`src/rtl/pipelined_sub_borrow_128.sv`:
```
// pipelined_sub_borrow_128
//   Two-stage pipelined subtractor: diff = a - b - bin (mod 2^WIDTH), with
//   borrow-out and a zero flag. Each segment is resolved by a parallel-prefix
//   carry tree on a + ~b + ~bin. Stage 1 resolves the low SPLIT bits and
//   registers the low-segment borrow. Stage 2 resolves the high bits from that
//   borrow and registers the full result.
//
// Ports
//   clk, rst             rising-edge clock, asynchronous active-high reset
//   in_valid / in_ready  operand handshake (a, b, bin)
//   out_valid / out_ready result handshake (diff, bout, zero)
//   diff                 (a - b - bin) mod 2^WIDTH
//   bout                 1 when a < b + bin (unsigned)
//   zero                 1 when diff == 0
//
// Handshake: a transfer happens on any rising edge where valid and ready are
// both high. in_ready depends on out_ready and pipeline state only, never on
// in_valid. When out_valid=1 and out_ready=0, the outputs hold their values.

// Kogge-Stone style adder segment: o_sum = i_x + i_y + i_cin.
// The carry-in is treated as an extra generate bit below bit 0. After the
// prefix levels, g[i] is the carry into original bit i. g[N] is the carry-out.
module pipelined_sub_borrow_128_pfx #(
    parameter int N = 64
) (
    input  logic [N-1:0] i_x,
    input  logic [N-1:0] i_y,
    input  logic         i_cin,
    output logic [N-1:0] o_sum,
    output logic         o_cout
);
    localparam int L = $clog2(N + 1);

    logic [N:0] w_g;
    logic [N:0] w_p;
    logic [N:0] w_g_n;
    logic [N:0] w_p_n;

    always_comb begin
        w_g   = {i_x & i_y, i_cin};
        w_p   = {i_x ^ i_y, 1'b0};
        w_g_n = '0;
        w_p_n = '0;
        for (int k = 0; k < L; k++) begin
            for (int i = 0; i <= N; i++) begin
                if (i >= (1 << k)) begin
                    w_g_n[i] = w_g[i] | (w_p[i] & w_g[i - (1 << k)]);
                    w_p_n[i] = w_p[i] & w_p[i - (1 << k)];
                end else begin
                    w_g_n[i] = w_g[i];
                    w_p_n[i] = w_p[i];
                end
            end
            w_g = w_g_n;
            w_p = w_p_n;
        end
    end

    assign o_sum  = (i_x ^ i_y) ^ w_g[N-1:0];
    assign o_cout = w_g[N];
endmodule

module pipelined_sub_borrow_128 #(
    parameter int WIDTH = 128,
    parameter int SPLIT = 64
) (
    input  logic             clk,
    input  logic             rst,
    input  logic             in_valid,
    output logic             in_ready,
    input  logic [WIDTH-1:0] a,
    input  logic [WIDTH-1:0] b,
    input  logic             bin,
    output logic             out_valid,
    input  logic             out_ready,
    output logic [WIDTH-1:0] diff,
    output logic             bout,
    output logic             zero
);
    localparam int HI = WIDTH - SPLIT;

    logic                r_s1_valid;
    logic [SPLIT-1:0]    r_s1_lo;
    logic                r_s1_brw;
    logic [HI-1:0]       r_s1_a_hi;
    logic [HI-1:0]       r_s1_b_hi;
    logic                r_out_valid;
    logic [WIDTH-1:0]    r_diff;
    logic                r_bout;
    logic                r_zero;

    logic                w_s2_adv;
    logic                w_accept;
    logic [SPLIT-1:0]    w_lo_sum;
    logic                w_lo_cout;
    logic [HI-1:0]       w_hi_sum;
    logic                w_hi_cout;
    logic [WIDTH-1:0]    w_full;

    // Stage 2 loads when it is empty or when its result leaves this cycle.
    assign w_s2_adv = r_s1_valid & (~r_out_valid | out_ready);
    assign in_ready = ~r_s1_valid | w_s2_adv;
    assign w_accept = in_valid & in_ready;

    // Subtraction as a + ~b + ~bin. A carry-out of 1 means no borrow.
    pipelined_sub_borrow_128_pfx #(.N(SPLIT)) u_lo (
        .i_x    (a[SPLIT-1:0]),
        .i_y    (~b[SPLIT-1:0]),
        .i_cin  (~bin),
        .o_sum  (w_lo_sum),
        .o_cout (w_lo_cout)
    );

    pipelined_sub_borrow_128_pfx #(.N(HI)) u_hi (
        .i_x    (r_s1_a_hi),
        .i_y    (~r_s1_b_hi),
        .i_cin  (~r_s1_brw),
        .o_sum  (w_hi_sum),
        .o_cout (w_hi_cout)
    );

    assign w_full = {w_hi_sum, r_s1_lo};

    always_ff @(posedge clk or posedge rst) begin
        if (rst) begin
            r_s1_valid  <= 1'b0;
            r_s1_lo     <= '0;
            r_s1_brw    <= 1'b0;
            r_s1_a_hi   <= '0;
            r_s1_b_hi   <= '0;
            r_out_valid <= 1'b0;
            r_diff      <= '0;
            r_bout      <= 1'b0;
            r_zero      <= 1'b0;
        end else begin
            if (w_accept) begin
                r_s1_lo   <= w_lo_sum;
                r_s1_brw  <= ~w_lo_cout;
                r_s1_a_hi <= a[WIDTH-1:SPLIT];
                r_s1_b_hi <= b[WIDTH-1:SPLIT];
            end
            r_s1_valid <= w_accept | (r_s1_valid & ~w_s2_adv);

            if (w_s2_adv) begin
                r_diff      <= w_full;
                r_bout      <= ~w_hi_cout;
                r_zero      <= (w_full == '0);
                r_out_valid <= 1'b1;
            end else if (r_out_valid & out_ready) begin
                r_out_valid <= 1'b0;
            end
        end
    end

    assign out_valid = r_out_valid;
    assign diff      = r_diff;
    assign bout      = r_bout;
    assign zero      = r_zero;
endmodule
```
`config.mk`:
```
export PLATFORM = sky130hd
export DESIGN_NAME = pipelined_sub_borrow_128
export DESIGN_NICKNAME = d
export VERILOG_FILES = /design/src/rtl/pipelined_sub_borrow_128.sv
export SDC_FILE = /design/constraint.sdc
export NUM_CORES = 1
export LEC_CHECK = 0
export CAP_MARGIN = 15
export CORE_MARGIN = 5
export CORE_UTILIZATION = 40
export CTS_BUF_LIST = sky130_fd_sc_hd__clkbuf_2 sky130_fd_sc_hd__clkbuf_4 sky130_fd_sc_hd__clkbuf_8
export CTS_CLUSTER_SIZE = 30
export DETAILED_ROUTE_END_ITERATION = 8
export DONT_BUFFER_PORTS = 1
export GPL_ROUTABILITY_DRIVEN = 0
export PLACE_DENSITY_LB_ADDON = 0.08
export SKIP_LAST_GASP = 1
export SLEW_MARGIN = 25
export SYNTH_ARGS = -nofsm -noshare
export SYNTH_HDL_FRONTEND = slang
export SYNTH_SLANG_ARGS = --single-unit
```
`constraint.sdc`:
```
create_clock -name clk -period 16.5 [get_ports clk]
set_input_delay 3.3 -clock clk [delete_from_list [all_inputs] [get_ports clk]]
set_output_delay 3.3 -clock clk [all_outputs]
set_load 0.01 [all_outputs]
```
==> metrics, run 1 <==
status completed; Synth Net Count 2708; Critical Path End Type output port; Bufs and invs on worst path 0; grt total ovfl 0; Leak Pwr 0.0103 uW; kind of critical path input pin to output port; Worst setup SP type input pin; DRT Wirelength 62900 um; mux contribution to synthesized area 4.87%; Via density 5.43; Cell Rows 82; most instantiated cells after synthesis 479 x nand2_1, 325 x dfrtp_1, 227 x o21ai_0; vias in the first global route 16400; Fmax achieved 0.145 GHz; CP required 13.20 ns; first-pass GRT wire length 95200 um; max cap viols 0; cts hold-fix bufs 0; CP top delay family simple AND/OR/NAND/NOR gates; most area-hungry cell type in the Yosys netlist dfrtp_1; # IOs 393; main combinational cell family by area after synthesis compound AO/OA/AOI/OAI gates; Synth Area in XOR/XNOR 4.88%; FILL cells 5055; setup TNS 0 ns; Final Hold Fails 0; Initial DRC Count 851; adder-cell share of the synthesized area 8.17%; highest net fanout along the worst path 4; post-CTS resize count 0; simple-gate share of the synthesized area 16.9%; Post-synth ARST share 100%; Root Driver clkbuf_8; GRT Total Usage 22.1%; Critical R2R Launch r_s1_a_hi[4]; top_reg_cell synth dfrtp_1; DRC Markers 0; share of Yosys cell area claimed by the top area cell type 40.5%; Synth Cell Area 20100 um^2; maximum VDD drop 0.0000603 V; clk_lat worst skew 0.67 ns; Avg Inst Size Synth 8.67 um^2; Hold Startpoint r_s1_a_hi[2]; initial core utilization 40.2%; compound-cell area share of the yosys netlist 19.6%; synth top area cells dfrtp_1 40%, nand2_1 8.9%, ha_1 8.0%; Post-CTS Setup Bufs 0; crit-path cells nand3b_1; WP data arrival 3.60 ns; CORE AREA 50000 um^2; synthesized flop and latch total 325; slowest stage cell on the critical path nand3b_1; Final Setup Violations 0; max incr delay on CP 0.30 ns; antenna violations before repair 3; Avg WL per Cell 20.9 um; worst slew pin tran 0.978 ns; DP Worst Slack 9.36 ns; YS warnings 0; share of cells above drive strength 1 10.5%; CTS clk-pin slew, worst paths 0.06 ns; Gate Count Post-Synth 2317; TritonCTS clock tree built; worst reg-to-reg path cell count 12; Post-DP HPWL 48900 um; Vias 16300; Die Wd 234 um; HP Class flip-flop to flip-flop; min Tclk post-route 6.90 ns; first drt pass iteration count 5; clock buffer count from CTS 58; Die H 234 um; Post-synth EDFFs 0; area delta synth->final 9.32%; Slew HR 34.0%; most numerous cell in the Yosys netlist nand2_1; DIE AREA 54800 um^2; fin crit share 41.8%; TritonCTS Sinks 325; port bufs 0; fin. max-slew vios 0; reg2reg end zero; largest net degree at the start of global routing 133; synth unique cells 83; clk_skew 0.0175 ns; post-route ant nets 0; RSZ-0062 raised after global routing false; setup slack, reg-to-reg 11.88 ns; H-tree levels 2; PwrDens 141 nW/um^2; Clock Tree Buf Depth 3; # nets final 2678; post-synthesis sequential area ratio 40.5%; fin worst setup slack 9.60 ns; Cells on Worst Hold Path 2; Hold Path Sink r_s1_a_hi[2]
==> per-stage QoR <==
step	utilization (%)	total power (uW)	hold WS, ns	instance area (um^2)	instances
6_report	44.0	3090	0.484	22000	3005
5_1_grt	44.0	3300	0.498	22000	3004
4_1_cts	43.9	3120	0.487	21900	3002
3_5_place_dp	41.3	2270	0.472	20600	2898
3_3_place_gp	41.3	2260	0.469	20600	2898
2_1_floorplan	-	1920	0.452	20100	2317
==> cell type report <==
type                       instances  area, um^2  share of cell area (%)
inverter                         166         636                    2.89
tap                              672         841                    3.83
timing repair buffer              12         114                   0.518
multi-input combinational       1724       10900                    49.9
antenna                            2        5.00                  0.0228
sequential                       325        8130                    37.0
clock buffer                      90        1140                    5.21
clock inverter                    14         141                   0.644
==> worst max-delay path by stage <==
stage,start,to,depth (start not counted)
2_1_floorplan,rst,bout,1
3_3_place_gp,a[0],r_s1_lo[59],14
3_5_place_dp,a[0],r_s1_lo[59],14
4_1_cts,out_ready,in_ready,1
5_1_grt,out_ready,in_ready,1
6_report,out_ready,in_ready,1
==> cells in the final DEF, fill, tap and decap left out, types with 4 or more instances in the layout <==
cell / n
nor2_1: 85
nor4_1: 23
a31oi_1: 15
a211oi_1: 15
nand3_1: 30
and4_1: 5
o21ai_1: 17
and2_1: 8
a2111o_1: 6
or2_2: 7
nand2_1: 477
a21oi_1: 144
xor2_1: 44
dfrtp_1: 325
or3_1: 15
o211ai_1: 16
and3_1: 17
o21a_1: 18
buf_4: 10
o221ai_2: 4
o31ai_1: 14
a221oi_1: 7
a21o_1: 58
ha_1: 128
nor3_1: 23
inv_1: 165
clkbuf_8: 75
xnor2_1: 68
clkbuf_4: 15
nor2b_1: 5
o2111ai_1: 6
nand4_1: 43
a21boi_0: 4
o21ai_0: 227
o21bai_1: 23
mux2_2: 86
clkinv_2: 8
nand2b_1: 17
==> routing by layer <==
| layer | global-route usage [%] | vias to the layer above | routed length (um) |
|---|---|---|---|
| met2 | 37.7 | 420 | 30500 |
| met5 | 0 | - | 27 |
| met3 | 7.69 | 94 | 5180 |
| met4 | 6.02 | 4 | 1600 |
| li1 | - | 8013 | - |
| met1 | 26.8 | 7795 | 25600 |
==> flip-flops by register name (all words and copies together), names as in the netlist, 64 cells and up <==
register   flops
r_s1_a_hi     64
diff         128
r_s1_lo       64
r_s1_b_hi     64
==> power by group <==
part / total [uW] / switching, uW / internal, uW / leakage [uW]
clock: 827 / 354 / 473 / 0.000684
sequential: 1270 / 266 / 1010 / 0.00396
combinational: 988 / 603 / 385 / 0.00561
==> logic make-up (layout without fill, tap and decap cells) <==
group,after synthesis,in the layout
muxes,87,87
buffers and inverters,268,282
DFF,325,325
adders and majority gates,130,130
xor gates and xnor gates,112,112
and+or+nand+nor,771,771
AOI/OAI and AO/OA,624,624
other,0,2
==> tightest hold or removal path, delay by kind of cell (launching register included) <==
kind / cells / cell delay (ns)
simple gates: 2 / 0.10
flops: 1 / 0.35
Power figures use the tool's default switching activity.
==> run 2: changes to the inputs <==
- clock period: 16.5 -> 6.6 ns (I/O delays scaled with it)
==> run 2 against run 1 <==
  * Worst hold slack about the same
  * Combinational power increased to 2.5 times the previous value
  * Largest power group unchanged
  * Final area increased by 0.19%
  * Sequential share of layout area decreased by 0.072 points
  * Final cell count about the same
  * Wire length increased by 0.19%
  * Critical endpoint is now zero
==> metrics, run 2 (synthesis results as in run 1) <==
slowest stage cell on the critical path o41ai_1; H-tree levels 2; fin. max-slew vios 0; status completed; clk_skew 0.0214 ns; initial core utilization 40.2%; Via density 5.42; Post-DP HPWL 48900 um; # IOs 393; Cells on Worst Hold Path 2; grt total ovfl 0; worst setup path start r_s1_a_hi[6]; post-route ant nets 0; Initial DRC Count 857; Worst setup SP type flip-flop; FILL cells 5022; CP required 7.19 ns; Clock Tree Buf Depth 3; Avg WL per Cell 21.0 um; crit-path cells ha_1 > nand4_1 > a2111o_1 > a31oi_1 > o21ai_2 > o41ai_1 > a21oi_1 > xor2_1 > o2111ai_1 > or4_1 > nor3_1 > a21o_1; Critical R2R Launch r_s1_a_hi[6]; DRT Wirelength 63000 um; antenna violations before repair 5; worst slew pin tran 0.939 ns; vias in the first global route 16600; RSZ-0062 raised after global routing false; kind of critical path flip-flop to flip-flop; TritonCTS Sinks 325; HP Class flip-flop to flip-flop; Hold Startpoint r_s1_a_hi[2]; Final Hold Fails 0; worst reg-to-reg path cell count 12; most common cell after layout, fill and taps aside nand2_1; clk_lat worst skew 0.65 ns; highest net fanout along the worst path 7; WP data arrival 5.22 ns; Die Wd 234 um; largest net degree at the start of global routing 115; Cell Rows 82; Leak Pwr 0.0103 uW; CORE AREA 50000 um^2; Die H 234 um; port bufs 0; area delta synth->final 9.53%; most frequent cells in the layout 477 x nand2_1, 325 x dfrtp_1, 227 x o21ai_0, 165 x inv_1, 144 x a21oi_1; Bufs and invs on worst path 0; Root Driver clkbuf_8; max cap viols 0; Fmax achieved 0.216 GHz; Slew HR 36.6%; CTS clk-pin slew, worst paths 0.06 ns; max incr delay on CP 0.81 ns; Final Setup Violations 0; setup TNS 0 ns; cts hold-fix bufs 0; setup slack, reg-to-reg 1.97 ns; Vias 16300; Sequential Area 8130 um^2; fin crit share 70.1%; GRT Total Usage 22.3%; TritonCTS clock tree built; Largest register FFs 128; reg2reg end zero; Post-CTS Setup Bufs 0; Hold Path Sink r_s1_a_hi[2]; CP top delay family compound AO/OA/AOI/OAI gates; area of the multi-input gates 10900 um^2; post-CTS resize count 0; worst hold margin 0.484 ns; Critical Path End Type flip-flop; first-pass GRT wire length 96200 um; PwrDens 352 nW/um^2; DRC Markers 0; share of cells above drive strength 1 10.6%; maximum VDD drop 0.000158 V; # nets final 2680; clock buffer count from CTS 58; first drt pass iteration count 5; DIE AREA 54800 um^2; min Tclk post-route 4.63 ns
run 2: power breakdown:
part / internal (uW) / total [uW] / switching, uW
logic: 963 / 2470 / 1500
registers: 2510 / 3170 / 657
clock network: 1220 / 2120 / 895
total: 4700 / 7760 / 3050
run 2: worst max-delay path by stage:
stage,end,slack (ns),cells after the start
after floorplan,bout,0.94,1
after global placement,zero,1.45,12
after detailed placement,zero,1.39,12
after CTS,zero,1.93,12
after global routing,zero,1.76,13
final,zero,1.97,12
run 2: cell type report:
cell class	count	share of cell area, %
inverters	166	2.85
multi-input cells	1724	49.8
clock inverters	15	0.722
repair buffers	14	0.642
clock buffers	90	5.23
diodes	2	0.0227
well taps	672	3.82
flip-flops and latches	325	37.0
run 2: layer usage:
layer  GRT usage (%)  up-vias  wire length (um)
li1                -     8023                 -
met1            26.8     7748             25500
met2            37.9      422             30500
met3            8.12       92              5430
met4            6.02        6              1520
met5               0        -                41
run 2: tightest hold or removal path: cells and delay by family (launching register included):
kind / cells / cell delay [ns]
DFF: 1 / 0.35
and+or+nand+nor: 2 / 0.10
run 2: stage by stage:
stage          setup WS [ns]  instance area (um^2)  util (%)  std cells  total power, uW
6_report                1.97                 22000      44.0       3008             7760
5_1_grt                 1.76                 22000      44.0       3007             8270
4_1_cts                 1.93                 22000      44.0       3005             7850
3_5_place_dp            1.39                 20700      41.3       2900             5680
3_3_place_gp            1.45                 20700      41.3       2900             5650
2_1_floorplan          0.943                 20100         -       2317             4810
